$ cat src/rtl/regfile_mp.sv
// Multi-port register file with write-to-read bypass, optional zero register,
// per-register pending bits for hazard detection and a sequenced clear engine.
module regfile_mp #(
    parameter int DATA_W   = 32,
    parameter int NREGS    = 32,
    parameter int NREAD    = 2,
    parameter int NWRITE   = 1,
    parameter int BYPASS   = 1,
    parameter int ZERO_REG = 1
) (
    input  logic                              CLK,
    input  logic                              nRST,
    input  logic [NWRITE-1:0]                 wen,
    input  logic [NWRITE*$clog2(NREGS)-1:0]   wsel,
    input  logic [NWRITE*DATA_W-1:0]          wdat,
    input  logic [NREAD*$clog2(NREGS)-1:0]    rsel,
    output logic [NREAD*DATA_W-1:0]           rdat,
    output logic [NREAD-1:0]                  rpend,
    input  logic                              claim_en,
    input  logic [$clog2(NREGS)-1:0]          claim_sel,
    input  logic                              flush_req,
    output logic                              busy
);
    localparam int AW = $clog2(NREGS);

    typedef enum logic {IDLE = 1'b0, CLEAR = 1'b1} state_t;

    state_t                state_q, state_d;
    logic [AW-1:0]         idx_q, idx_d;
    logic [DATA_W-1:0]     regs_q [NREGS];
    logic [DATA_W-1:0]     regs_d [NREGS];
    logic [NREGS-1:0]      pend_q, pend_d;

    logic [AW-1:0]         ws;
    logic [AW-1:0]         rs;
    logic [DATA_W-1:0]     rv;
    logic                  hit;
    logic                  rp;

    always_ff @(posedge CLK or negedge nRST) begin
        if (!nRST) begin
            state_q <= IDLE;
            idx_q   <= '0;
            pend_q  <= '0;
            for (int r = 0; r < NREGS; r++) regs_q[r] <= '0;
        end else begin
            state_q <= state_d;
            idx_q   <= idx_d;
            pend_q  <= pend_d;
            for (int r = 0; r < NREGS; r++) regs_q[r] <= regs_d[r];
        end
    end

    // Next state: in IDLE later write ports override earlier ones; a claim
    // overrides the pend-clear of a write; a flush request overrides both for pend.
    always_comb begin
        state_d = state_q;
        idx_d   = idx_q;
        pend_d  = pend_q;
        ws      = '0;
        for (int r = 0; r < NREGS; r++) regs_d[r] = regs_q[r];
        case (state_q)
            IDLE: begin
                for (int k = 0; k < NWRITE; k++) begin
                    ws = wsel[k*AW +: AW];
                    if (wen[k] && !(ZERO_REG != 0 && ws == '0)) begin
                        regs_d[ws] = wdat[k*DATA_W +: DATA_W];
                        pend_d[ws] = 1'b0;
                    end
                end
                if (claim_en && !(ZERO_REG != 0 && claim_sel == '0)) begin
                    pend_d[claim_sel] = 1'b1;
                end
                if (flush_req) begin
                    state_d = CLEAR;
                    idx_d   = '0;
                    pend_d  = '0;
                end
            end
            CLEAR: begin
                regs_d[idx_q] = '0;
                idx_d         = idx_q + AW'(1);
                if (idx_q == AW'(NREGS - 1)) state_d = IDLE;
            end
            default: state_d = IDLE;
        endcase
    end

    assign busy = (state_q == CLEAR);

    // Read ports: stored value, overridden by the highest matching write port.
    always_comb begin
        rdat = '0;
        rpend = '0;
        rs = '0;
        rv = '0;
        hit = 1'b0;
        rp = 1'b0;
        for (int i = 0; i < NREAD; i++) begin
            rs  = rsel[i*AW +: AW];
            rv  = regs_q[rs];
            hit = 1'b0;
            for (int k = 0; k < NWRITE; k++) begin
                if (BYPASS != 0 && wen[k] && wsel[k*AW +: AW] == rs) begin
                    hit = 1'b1;
                    if (state_q == IDLE) rv = wdat[k*DATA_W +: DATA_W];
                end
            end
            rp = pend_q[rs] & ~hit;
            if (ZERO_REG != 0 && rs == '0) begin
                rv = '0;
                rp = 1'b0;
            end
            if (state_q == CLEAR) rp = 1'b0;
            rdat[i*DATA_W +: DATA_W] = rv;
            rpend[i]                 = rp;
        end
    end
endmodule

$ cat config.mk
export PLATFORM = sky130hd
export DESIGN_NAME = regfile_mp
export DESIGN_NICKNAME = d
export VERILOG_FILES = /design/src/rtl/regfile_mp.sv
export SDC_FILE = /design/constraint.sdc
export NUM_CORES = 2
export LEC_CHECK = 0
export ABC_AREA = 1
export CORE_UTILIZATION = 31
export CTS_CLUSTER_DIAMETER = 150
export CTS_CLUSTER_SIZE = 12
export DETAILED_ROUTE_END_ITERATION = 10
export PLACE_DENSITY_LB_ADDON = 0.2
export SKIP_CTS_REPAIR_TIMING = 1
export SYNTH_ARGS = -nofsm -noshare
export SYNTH_HDL_FRONTEND = slang
export SYNTH_SLANG_ARGS = --single-unit
$ cat constraint.sdc
create_clock -name CLK -period 2.83 [get_ports CLK]
set_input_delay 0.566 -clock CLK [delete_from_list [all_inputs] [get_ports CLK]]
set_output_delay 0.566 -clock CLK [all_outputs]
set_load 0.03 [all_outputs]
==> flow_summary.toml <==
[synthesis]
seq_area_frac_synth = 0.4359
synth_edf_count = 0
syn_inst = 8553
avgSynthCellArea_um2 = 7.129
yosysTopAreaCell = "dfrtp_1"
ys_types = 37
syn_area_um2 = 60970
synth_nets = 8615
synthFlopType = "dfrtp_1"
yosysTopAreaCellShare = 0.4359
ys_warn_count = 0
ys_top_cells_by_area = "dfrtp_1, nand3_1, nand2_1, o22ai_1, inv_1"
ys_ff_latch = 1062
async_flop_share = 1.000

[place]
post_dp_cell_area_um2 = 71250
pre_cts_ws_ps = -471.2
dp.cells = 11260
hpwlAfterDp_um = 215500
port_buffers = 123
place_congestion = 0.9814

[worst_setup_path]
cp_slowest_cell = "nand3_1"
crit_fanout = 32
slowest_delay_ps = 260
worstSetupPathType = "in2out"
worst_ep_required_time_ps = 2260
crit_path_end_kind = "output port"
ff2ff_path_depth = 8
crit_path_start_kind = "primary input"
cp_data_arrival_time_ps = 2460
worstPathCellList = "buf_8 > buf_12 > buf_12 > buf_12 > nand2_1 > nand3_1 > nand3_1 > nand3_1 > nand3_1 > nand3_2 > a21oi_4 > buf_12"

[clock_network]
clk_latency_ps = 750
clkTransAtPathRegs_ps = 60
cts_tree = "yes"
cts_buffers = 98
clock-root-buffer = "clkbuf_16"
clock_path_buffers = 3
clock-sinks = 1062
cts-htree-levels = 3

[cells_and_area]
finalNetCount = 8835
fillers = 19960
final_cells = 11410
stdcell_area_um2 = 76390
fin_util = 0.3914
syn2layout_area_growth_pct = 25.29
drive_above_1_share = 0.1434

[global_route]
grt_pass1_wl_um = 457100
antenna_found_initial = 11
grt_max_degree = 86
gr-total-overflow = 0
grtUsageTotal = 0.3135
grt_pass1_vias = 62770

[routing]
dr_total_vias = 67080
ant_nets = 0
wl_met2_um = 140500
drt-initial-drc-count = 8914
wl_per_cell_um = 28.32
drt-pass1-iter-count = 10
met1_length_um = 127200
highest_layer = "met4"
wl_met3_um = 32790
routed_wl_um = 323100
viasPerCell = 5.879
drc_errors = 0

[timing]
rsz0062_at_grt = "yes"
setup_slack_ps = -198.7
timing.hold.ws_ps = 391.9
setup_violations = 62
maxSlewHeadroom = 0.5466
finClkSkew_ps = 26.61
fmax_mhz = 330.2
post-route-period-util = 1.070
maxSlewViolCount = 0
hold_viol = 0
min_period_ps = 3029
worstMarginPinSlew_ps = 680.2

[job]
cap_violations = 0

[worst_hold_path]
worst_hold_path_type = "in2async"

[floorplan]
start_util = 0.3124
ios = 124
core_area_um2 = 195200
die_area_um2 = 198500
die_w_um = 445.5
die_h_um = 445.5
rows = 162

[power_and_ir_drop]
ir_worst_vdd_mv = 0.5263
powerDensity_nw_per_um2 = 623.0
cellLeakagePower_nw = 37.65

[status]
status = "complete, but fails checks"
violations = "negative setup slack"
metrics by stage:
step	TNS [ps]	total power, mW
6_report	-6188	47.59
5_1_grt	-7451	49.51
4_1_cts	-23750	46.56
3_5_place_dp	-21790	34.03
3_3_place_gp	-25290	33.85
2_1_floorplan	0	27.20
layout make-up:
type / instances / area, µm² / area share
inverter: 1161 / 4444 / 0.05818
clock inverter: 5 / 70.07 / 0.0009172
timing repair buffer: 860 / 11040 / 0.1445
tap: 2624 / 3283 / 0.04298
clock buffer: 102 / 2531 / 0.03313
sequential: 1062 / 26580 / 0.3479
antenna: 6 / 15.01 / 0.0001965
multi-input combinational: 5590 / 28430 / 0.3722
state kept, by name, indices dropped and copies added, names as in the netlist:
name and count:
regs_q 1024, pend_q 32, idx_q 5, busy 1
layer usage:
layer,GRT usage,vias to the layer above
met3,0.06246,997
met1,0.4125,32980
met5,0,-
met2,0.4711,4278
li1,-,28830
met4,0.1955,0
Yosys cell counts (2+ instances only):
cell type / instances
o211ai_1: 70
buf_4: 35
o22ai_1: 969
nor2_4: 2
clkbuf_1: 341
o21ai_1: 4
nor3_4: 3
clkinv_1: 32
inv_1: 1109
o21ai_2: 6
nand3_2: 3
xor2_1: 2
a22oi_1: 7
nand2_1: 2190
inv_2: 19
nor2_2: 6
buf_6: 4
buf_2: 299
a21oi_1: 142
nand3_1: 1987
buf_1: 61
o21ai_0: 64
nor3_2: 2
nand4_1: 3
nand2_2: 10
a22o_1: 2
dfrtp_1: 1062
nor3_1: 12
ha_1: 5
nor2_1: 95
layout by cell type (no fill, tap or decap), types with 59 or more instances in the layout:
| cell type | instances |
|---|---|
| nand2_1 | 2148 |
| nand3_1 | 1829 |
| inv_1 | 1104 |
| dfrtp_1 | 1061 |
| o22ai_1 | 969 |
| buf_4 | 440 |
| buf_12 | 287 |
| nand3_2 | 122 |
| clkbuf_16 | 118 |
| a21oi_1 | 83 |
| nor2_1 | 79 |
| o211ai_1 | 70 |
| o21ai_0 | 59 |
worst max-delay path: cells and delay by family:
kind,cells,cell delay [ps]
simple gates,6,870
compound gates,1,80
buf+inv,5,880
report_power, final:
| group | leakage (nW) | internal, mW | total [mW] | switching [mW] |
|---|---|---|---|---|
| Clock | 1.28 | 6.29 | 12.6 | 6.29 |
| Combinational | 21.7 | 5.60 | 16.6 | 11.0 |
| Sequential | 14.7 | 17.6 | 18.4 | 0.791 |
logic make-up after synthesis:
family,count (synthesis),synth area share
compound gates,1267,0.1278
fa+ha+maj,5,0.001026
xor+xnor,2,0.0002873
simple gates,4316,0.3092
flops,1062,0.4359
buf+inv,1901,0.1259
worst paths after layout:
path | start | endpoint | slack, ps
setup / recovery | rsel[0] | rdat[13] | -200
hold / removal | nRST | regs_q[576] | 390
setup reg to reg | busy | regs_q[745] | 520
hold reg to reg | regs_q[1009] | regs_q[1009] | 460
max in group asynchronous | nRST | regs_q[658] | 1490
min in group CLK | regs_q[1009] | regs_q[1009] | 460
Power figures use the tool's default switching activity.
